File: src/rtl/fir_filter_core.sv
// fir_filter_core: fixed-coefficient 8-tap direct-form FIR filter.
// Signed 16-bit samples in, full-precision signed 32-bit registered result out.
// One sample is consumed on every clock. The accumulator wraps modulo 2^32.
module fir_filter_core #(
  parameter logic signed [15:0] H0 = 16'sd1,
  parameter logic signed [15:0] H1 = 16'sd2,
  parameter logic signed [15:0] H2 = 16'sd3,
  parameter logic signed [15:0] H3 = 16'sd4,
  parameter logic signed [15:0] H4 = 16'sd4,
  parameter logic signed [15:0] H5 = 16'sd3,
  parameter logic signed [15:0] H6 = 16'sd2,
  parameter logic signed [15:0] H7 = 16'sd1
) (
  input  logic               clk,
  input  logic               reset,
  input  logic signed [15:0] x_in,
  output logic signed [31:0] y_out
);

  localparam int unsigned TAPS = 8;
  localparam logic signed [15:0] COEF [TAPS] = '{H0, H1, H2, H3, H4, H5, H6, H7};

  logic signed [15:0] d [TAPS];
  logic signed [31:0] acc;

  // Sum of products over the current (pre-edge) delay line; operands are
  // sign-extended to 32 bits so each product is exact and the sum wraps.
  always_comb begin
    acc = '0;
    for (int unsigned i = 0; i < TAPS; i++) begin
      acc = acc + (32'(COEF[i[2:0]]) * 32'(d[i[2:0]]));
    end
  end

  // Shift the delay line and register the result; reset clears everything asynchronously.
  always_ff @(posedge clk or posedge reset) begin
    if (reset) begin
      for (int unsigned i = 0; i < TAPS; i++) begin
        d[i[2:0]] <= '0;
      end
      y_out <= '0;
    end else begin
      d[0] <= x_in;
      for (int unsigned i = 1; i < TAPS; i++) begin
        d[i[2:0]] <= d[i[2:0] - 3'd1];
      end
      y_out <= acc;
    end
  end

endmodule

File: config.mk
export PLATFORM = sky130hd
export DESIGN_NAME = fir_filter_core
export DESIGN_NICKNAME = d
export VERILOG_FILES = /design/src/rtl/fir_filter_core.sv
export SDC_FILE = /design/constraint.sdc
export NUM_CORES = 1
export LEC_CHECK = 0
export ABC_AREA = 1
export BUFFER_PORTS_ARGS = -buffer_cell sky130_fd_sc_hd__buf_4
export CORE_AREA = 5 5 127 129
export CTS_CLUSTER_DIAMETER = 100
export CTS_CLUSTER_SIZE = 25
export DETAILED_ROUTE_END_ITERATION = 10
export DIE_AREA = 0 0 132 134
export GPL_TIMING_DRIVEN = 1
export PLACE_DENSITY = 0.79
export SLEW_MARGIN = 20
export SYNTH_ARGS = -nofsm -noshare
export SYNTH_HDL_FRONTEND = slang
export SYNTH_SLANG_ARGS = --single-unit
File: constraint.sdc
create_clock -name clk -period 6.2 [get_ports clk]
set_clock_uncertainty 0.05 [all_clocks]
set_input_delay 0.62 -clock clk [delete_from_list [all_inputs] [get_ports clk]]
set_output_delay 0.62 -clock clk [all_outputs]
set_load 0.03 [all_outputs]
# Word level (Yosys, flattened, before mapping)

Index checks and enable logic that the tools add are counted.

Reduce and logical (&&, ||, !) cells: 0
Eq/ne operators: 0
Div/mod/pow operators: 0
Order comparisons: 0
Shifts and indexed selects: 0
Multipliers: 2
Multiplexer cells: 0
Add/sub/neg operators: 7
Bitwise logic cells: 0

Operators by type and width:

| cell                                               | number |
|---|---|
| multiplier 3 x 16 -> 19 bit (first input constant) | 2 |
| adder 24 x 16 -> 25 bit                            | 1 |
| adder 23 x 17 -> 24 bit                            | 1 |
| adder 22 x 19 -> 23 bit                            | 1 |
| adder 21 x 18 -> 22 bit                            | 1 |
| adder 20 x 18 -> 21 bit                            | 1 |
| adder 18 x 19 -> 20 bit                            | 1 |
| adder 16 x 17 -> 18 bit                            | 1 |

Output and inout port bits: 32
RAM bits: 0
Bits in registers: 153
Memories kept: 0
Logic and storage cells: 18
Memory bits (read-only): 0
Latch bits: 0
Input port bits: 18

# Depth between registers and ports, before layout

Gate-level depths: netlist of the first run.

Word-level depth: 7
Depth in mapped cells: 20
Mapped depth without buffers: 20

# Least setup slack after synthesis of the first run

No wires, ideal clock.

Path kind: reg-to-reg
Start: reg d[3] (netlist bit)
End: reg y_out[19]
Arrival: 4.252 ns
Data required time: 6.033 ns
Library setup time: 0.117 ns
Path slack: 1.781 ns
Cell stages (with the launch flop): 20
Path through: dfrtp_1 > fa_1 > inv_1 > fa_1 > inv_1 > fa_1 > fa_1 > inv_1 > fa_1 > inv_1 > ha_1 > fa_1 > nand3_1 > nand3_2 > nand3_1 > nand2_1 > nand2_1 > nand2_1 > nand2_1 > nand2_1

Cells in the longest elaborated chain, start to end: 1

Ends and longest elaborated chain:

| element                          | line | RTL |
|---|---|---|
| start: declaration               | 23   | `logic signed [15:0] d [TAPS];` |
| start signal: indexed assignment | 45   | `d[i[2:0]] <= d[i[2:0] - 3'd1];` |
| adder 24 x 16 -> 25 bit          | 31   | `acc = acc + (32'(COEF[i[2:0]]) * 32'(d[i[2:0]]));` |
| named net acc[19]                | 24   | `logic signed [31:0] acc;` |
| end signal: assignment           | 41   | `y_out <= '0;` |
| end signal: assignment           | 47   | `y_out <= acc;` |
| end: declaration                 | 17   | `output logic signed [31:0] y_out` |

The timed path passes the listed nets, and every way through them passes these cells.

# Worst setup path in the final report of the first run

Same ends and word-level chain as after synthesis.

==> results of run 1 <==
flip-flops by register name, indices dropped and copies added, names as in the netlist:
signal	flops
d	128
y_out	25
layout make-up:
cell class	instances	area [µm²]	area share [%]
clock buffers	20	457	4.49
inverters	212	801	7.88
flip-flops and latches	153	3830	37.7
repair buffers	50	375	3.69
multi-input cells	381	4320	42.5
well taps	188	235	2.31
clock inverters	11	148	1.45
cell families (layout without fill, tap and decap cells):
family | Yosys count | in the layout | synth area share [%]
buffers and inverters | 219 | 293 | 9.43
flip-flops | 153 | 153 | 42.5
adder cells (fa/ha/maj) | 194 | 194 | 38.1
XOR/XNOR | 9 | 9 | 0.876
AO/OA/AOI/OAI | 16 | 16 | 0.973
AND/OR/NAND/NOR | 162 | 162 | 8.04
metrics by stage:
stage	util (%)	std cells	hold slack, ps
2_1_floorplan	-	753	304
3_3_place_gp	64.1	984	308
3_5_place_dp	64.1	984	319
4_1_cts	68.1	1015	227
5_1_grt	68.1	1015	228
6_report	68.1	1015	247
final timing paths:
path                            startpoint             endpoint  slack, ps  depth (start not counted)
min                               x_in[15]     d[127]$_DFF_PP0_        250                          1
min reg2reg                d[96]$_DFF_PP0_      d[80]$_DFF_PP0_        330                          0
min in group asynchronous            reset      d[78]$_DFF_PP0_        270                          2
max in group asynchronous            reset      d[98]$_DFF_PP0_       4430                          3
max reg2reg                 d[3]$_DFF_PP0_  y_out[19]$_DFF_PP0_       1500                         19
max                         d[3]$_DFF_PP0_  y_out[19]$_DFF_PP0_       1500                         19
worst register-to-register path: stages (launching register included):
cell     delay (ps)
dfrtp_1         380
fa_1            540
inv_1            50
fa_1            500
inv_1            70
fa_1            490
fa_1            500
inv_1            50
fa_1            480
inv_1            50
ha_1            240
fa_1            500
nand3_1         120
nand3_2         130
nand3_1         100
nand2_1          90
nand2_1         100
nand2_1          60
nand2_1          60
nand2_1          40
layer usage:
| metal | vias to the layer above | part of all wire, % | wire length [µm] |
|---|---|---|---|
| met3 | 27 | 2.8 | 417 |
| met4 | 0 | 2.5 | 377 |
| met1 | 2538 | 41 | 6170 |
| li1 | 2293 | - | - |
| met2 | 63 | 54 | 8020 |
| met5 | - | 0 | 0 |
cell usage in the layout, fill, tap and decap left out, drive strengths merged, types with 11 or more instances in the layout:
master  count
ha         60
clkbuf     20
inv       212
dfrtp     153
nand2     108
fa        134
nor2       25
buf        50
a21oi      11
nand3      22
==> impl_metrics.py, run 1 <==
metrics = {
    "clocking": {
        "htreeDepth": 4,
        "cts_root_buffer": "clkbuf_16",
        "cts_sinks": 153,
        "ctsResizeCount": 0,
        "clockBufferDepth": 2,
        "hold_buffers": 0,
        "post_cts_buffers": 0,
        "cts_made_buffers": 17,
        "cts_tree": "done",
        "clk_pin_slew_ps": 70,
        "worstSkewPairLatency_ps": 420,
    },
    "synth": {
        "yosysMostFrequentCell": "inv_1",
        "synth_top_flop_cell": "dfrtp_1",
        "postSynth.asyncResetShare_pct": 100,
        "synthTopCellsByArea": "dfrtp_1, fa_1, inv_1",
        "synth-seq-cells": 153,
        "yosys.area.top_type": "dfrtp_1",
        "ys_types": 21,
        "postSynthCellCount": 753,
        "synthTopCellsByCount": "inv_1, dfrtp_1, fa_1",
        "syn_area_per_cell_um2": 12.0,
        "synth_edf_count": 0,
        "syn_area_um2": 9000,
        "syn_nets": 965,
        "synth_top_area_share_pct": 42.5,
        "ys_warn_count": 0,
        "ys_seq_area_share_pct": 42.5,
    },
    "critical_path": {
        "cp.required_ps": 6470,
        "worstPathArrival_ps": 4970,
        "path_cells": "fa_1 -> inv_1 -> fa_1 -> inv_1 -> fa_1 -> fa_1 -> inv_1 -> fa_1 -> inv_1 -> ha_1 -> fa_1 -> nand3_1 -> nand3_2 -> nand3_1 -> nand2_1 -> nand2_1 -> nand2_1 -> nand2_1 -> nand2_1",
        "crit_family": "adder cells",
        "worst-path-buf-inv": 4,
        "slowest_delay_ps": 540,
        "cp_common_cell": "fa_1",
        "critPathKind": "register to register",
        "cp_max_fo": 4,
        "start_kind": "register",
        "critical-path-slowest-cell": "fa_1",
        "endpoint_kind": "register",
    },
    "die": {
        "die_h_um": 134,
        "die-width_um": 132,
        "die_area_um2": 17700,
        "num_rows": 45,
        "floorplan.initialDensity_pct": 60.3,
        "core_um2": 14900,
        "io_pins": 50,
    },
    "drt": {
        "first_pass_iters": 4,
        "viasPerCell": 4.85,
        "num_vias": 4921,
        "drc": 0,
        "wl_um": 15000,
        "initialDrtViolationCount": 182,
        "wire_per_inst_um": 14.8,
        "postRouteAntennaNets": 0,
    },
    "grt": {
        "gr-usage-met2_pct": 35.1,
        "top_usage_layer": "met2",
        "grtUsageMet3_pct": 3.86,
        "groute.usage.overall_pct": 19.9,
        "grt-ovfl-total": 0,
        "grt_pass1_vias": 5937,
        "grt_pass1_wl_um": 27700,
        "grt_max_degree": 82,
        "use_met1_pct": 24.5,
        "antenna_found_initial": 0,
    },
    "place": {
        "placed_cell_area_um2": 9560,
        "dpl.hpwl_um": 11800,
        "dpl_worst_slack_ps": 1470,
        "io_buffers": 49,
        "gp_congestion": 0.860,
    },
    "final_layout": {
        "fillers": 1059,
        "diodes": 0,
        "drive_gt1_share_pct": 12.5,
        "design_area_um2": 10200,
        "nets": 1027,
        "syn_to_final_growth_pct": 13.0,
    },
    "timing": {
        "slew_viol_final": 0,
        "period_needed_ps": 4700,
        "tightest_slew_ps": 939,
        "hold_violations": 0,
        "timing.final.crit_share_pct": 75.9,
        "fin_ws_ps": 1500,
        "tns_ps": 0,
        "setup_viol": 0,
        "relSlewSlack_pct": 37.4,
        "rsz0062_at_grt": "false",
        "max_clock_freq_ghz": 0.213,
    },
    "status": {
        "status": "complete, no violations",
    },
    "run": {
        "maxCapViolCount": 0,
    },
    "worst_hold_path": {
        "hold_path.class": "input port to register",
    },
}
Power of run 1 is left out: the tool's default activity adds up to more than one toggle a clock period on the data nets, which glitch-free logic cannot reach.
==> run 2, diff against run 1 <==
--- a/config.mk
+++ b/config.mk
@@ -5,15 +5,15 @@
 export SDC_FILE = /design/constraint.sdc
 export NUM_CORES = 1
 export LEC_CHECK = 0
-export ABC_AREA = 1
+export ABC_AREA = 0
 export BUFFER_PORTS_ARGS = -buffer_cell sky130_fd_sc_hd__buf_4
-export CORE_AREA = 5 5 127 129
+export CORE_AREA = 5 5 131 133
 export CTS_CLUSTER_DIAMETER = 100
 export CTS_CLUSTER_SIZE = 25
 export DETAILED_ROUTE_END_ITERATION = 10
-export DIE_AREA = 0 0 132 134
+export DIE_AREA = 0 0 136 138
 export GPL_TIMING_DRIVEN = 1
-export PLACE_DENSITY = 0.79
+export PLACE_DENSITY = 0.75
 export SLEW_MARGIN = 20
 export SYNTH_ARGS = -nofsm -noshare
 export SYNTH_HDL_FRONTEND = slang
==> constraint.sdc (replaced) <==
create_clock -name clk -period 4.3 [get_ports clk]
set_clock_uncertainty 0.05 [all_clocks]
set_input_delay 0.43 -clock clk [delete_from_list [all_inputs] [get_ports clk]]
set_output_delay 0.43 -clock clk [all_outputs]
set_load 0.03 [all_outputs]
==> run 2 against run 1 <==
The run now ends with negative setup slack left; highest routed layer unchanged; critical endpoint is now y_out[17]$_DFF_PP0_; synthesized area is 3.5% lower; utilization is 0.30 points lower; die area is 6.1% higher; sequential share of layout area is 1.7 points lower.
==> impl_metrics.py, run 2 <==
metrics = {
    "status": {
        "status": "finished, violations left",
        "violations": "negative setup slack",
    },
    "critical_path": {
        "worstPathArrival_ps": 5120,
        "cp_max_fo": 4,
        "endpoint_kind": "register",
        "r2r_cells": 17,
        "critical-path-slowest-cell": "fa_1",
        "critPathKind": "register to register",
        "start_kind": "register",
        "cp.required_ps": 4590,
        "slowest_delay_ps": 570,
        "path_cells": "fa_1 -> inv_2 -> fa_1 -> inv_2 -> fa_2 -> fa_1 -> inv_2 -> fa_1 -> inv_2 -> ha_4 -> fa_2 -> a211oi_2 -> o21bai_1 -> a21oi_2 -> o21ai_2 -> or4_1 -> nand4_1",
    },
    "final_layout": {
        "largest_reg_flops": 128,
        "diodes": 0,
        "instances_no_fill": 989,
        "post-route-util_pct": 67.8,
        "nets": 972,
        "final_cell_mix": "inv_1, dfrtp_1, fa_1",
        "layout_commonest_cell": "inv_1",
        "drive_gt1_share_pct": 27.9,
        "fillers": 1079,
        "top_regs": "d (128), y_out (25)",
        "syn_to_final_growth_pct": 22.8,
        "regMostFlops": "d",
    },
    "place": {
        "dpl.hpwl_um": 11400,
        "placed_cells": 944,
        "gp_congestion": 0.853,
        "io_buffers": 49,
    },
    "synth": {
        "postSynth.asyncResetShare_pct": 100,
        "postSynthCellCount": 636,
        "syn_nets": 848,
        "synth_edf_count": 0,
        "synth_top_area_share_pct": 44.1,
        "syn_area_um2": 8680,
        "yosysMostFrequentCell": "inv_1",
        "synth-seq-cells": 153,
        "ys_types": 41,
        "syn_area_per_cell_um2": 13.7,
        "synth_top_flop_cell": "dfrtp_1",
        "ys_warn_count": 0,
        "yosys.area.top_type": "dfrtp_1",
        "synthTopCellsByCount": "inv_1, dfrtp_1, fa_1",
        "synthTopCellsByArea": "dfrtp_1, fa_1, ha_1",
        "ys_seq_area_share_pct": 44.1,
    },
    "drt": {
        "drc": 0,
        "num_vias": 4759,
        "wl_um": 15500,
        "first_pass_iters": 6,
        "postRouteAntennaNets": 0,
        "initialDrtViolationCount": 107,
        "wire_per_inst_um": 15.7,
        "viasPerCell": 4.81,
    },
    "timing": {
        "relSlewSlack_pct": 45.2,
        "fin_ws_ps": -524,
        "tightest_slew_ps": 822,
        "period_needed_ps": 4820,
        "hold_violations": 0,
        "rsz0062_at_grt": "true",
        "timing.final.crit_share_pct": 112,
        "max_clock_freq_ghz": 0.207,
        "setup_viol": 18,
        "slew_viol_final": 0,
    },
    "grt": {
        "grt-ovfl-total": 0,
        "groute.usage.overall_pct": 18.9,
        "grt_max_degree": 85,
        "grt_pass1_vias": 5770,
        "grt_pass1_wl_um": 27800,
        "antenna_found_initial": 0,
    },
    "die": {
        "num_rows": 46,
        "core_um2": 15700,
        "io_pins": 50,
        "die_h_um": 138,
        "die_area_um2": 18800,
        "floorplan.initialDensity_pct": 55.3,
        "die-width_um": 136,
    },
    "clocking": {
        "htreeDepth": 4,
        "cts_root_buffer": "clkbuf_16",
        "cts_tree": "done",
        "clk_pin_slew_ps": 60,
        "worstSkewPairLatency_ps": 420,
        "hold_buffers": 0,
        "cts_made_buffers": 17,
        "clockBufferDepth": 2,
        "cts_sinks": 153,
    },
    "worst_hold_path": {
        "hold_path.class": "input port to register",
        "min_path_cells": 1,
    },
    "run": {
        "maxCapViolCount": 0,
    },
}
-- run 2: through the flow --
stage | area (µm²) | setup slack, ps | setup TNS (ps) | hold slack (ps)
final | 10700 | -524 | -4960 | 63.2
after global routing | 10700 | -743 | -8610 | 38.3
after CTS | 10600 | -494 | -4400 | 47.2
after detailed placement | 9710 | -493 | -5690 | 317
after global placement | 9710 | -421 | -4650 | 315
after floorplan | 8760 | -351 | -1760 | 304
-- run 2: cells by family (layout without fill, tap and decap cells) --
family          Yosys count  count (layout)  synth area share [%]
fa+ha+maj               194             194                  39.5
buf+inv                 178             315                  8.21
flops                   153             153                  44.1
compound gates           49              49                  3.79
simple gates             46              46                  2.72
xor+xnor                 15              15                  1.51
mux                       1               1                 0.115
-- run 2: layout make-up --
class / count / area (µm²) / share of cell area [%]
clock buffers: 21 / 450 / 4.23
clock inverters: 11 / 100 / 0.939
repair buffers: 115 / 893 / 8.38
multi-input cells: 305 / 4480 / 42.0
flip-flops and latches: 153 / 3830 / 35.9
well taps: 216 / 270 / 2.54
inverters: 168 / 634 / 5.95
-- run 2: worst max-delay path, delay by kind of cell, from the launching register on --
kind / cells / cell delay [ps]
adders and majority gates: 7 / 3040
and+or+nand+nor: 2 / 560
AOI/OAI and AO/OA: 4 / 550
DFF: 1 / 380
buffers and inverters: 4 / 180
-- run 2: per-layer routing --
| layer | track usage, % | part of all wire (%) |
|---|---|---|
| met4 | 4.24 | 1.0 |
| met1 | 23.4 | 40 |
| met2 | 33.8 | 56 |
| met3 | 4.46 | 2.7 |
| met5 | 0 | 0 |
-- run 2: worst paths after layout --
check	from	endpoint	slack, ps
max	d[3]$_DFF_PP0_	y_out[17]$_DFF_PP0_	-520
min	x_in[8]	d[120]$_DFF_PP0_	60
max reg2reg	d[3]$_DFF_PP0_	y_out[17]$_DFF_PP0_	-520
min reg2reg	d[112]$_DFF_PP0_	d[96]$_DFF_PP0_	330
max in group asynchronous	reset	d[15]$_DFF_PP0_	3350
min in group asynchronous	reset	d[102]$_DFF_PP0_	190
-- run 2: repair_timing --
action | 4_1_cts | 5_1_grt
pin swaps | 46 | 8
gates resized for setup | 52 | 15
setup buffers | 12 | 1
setup endpoints to repair | 17 | 18
Power of run 2 is left out for the same reason.
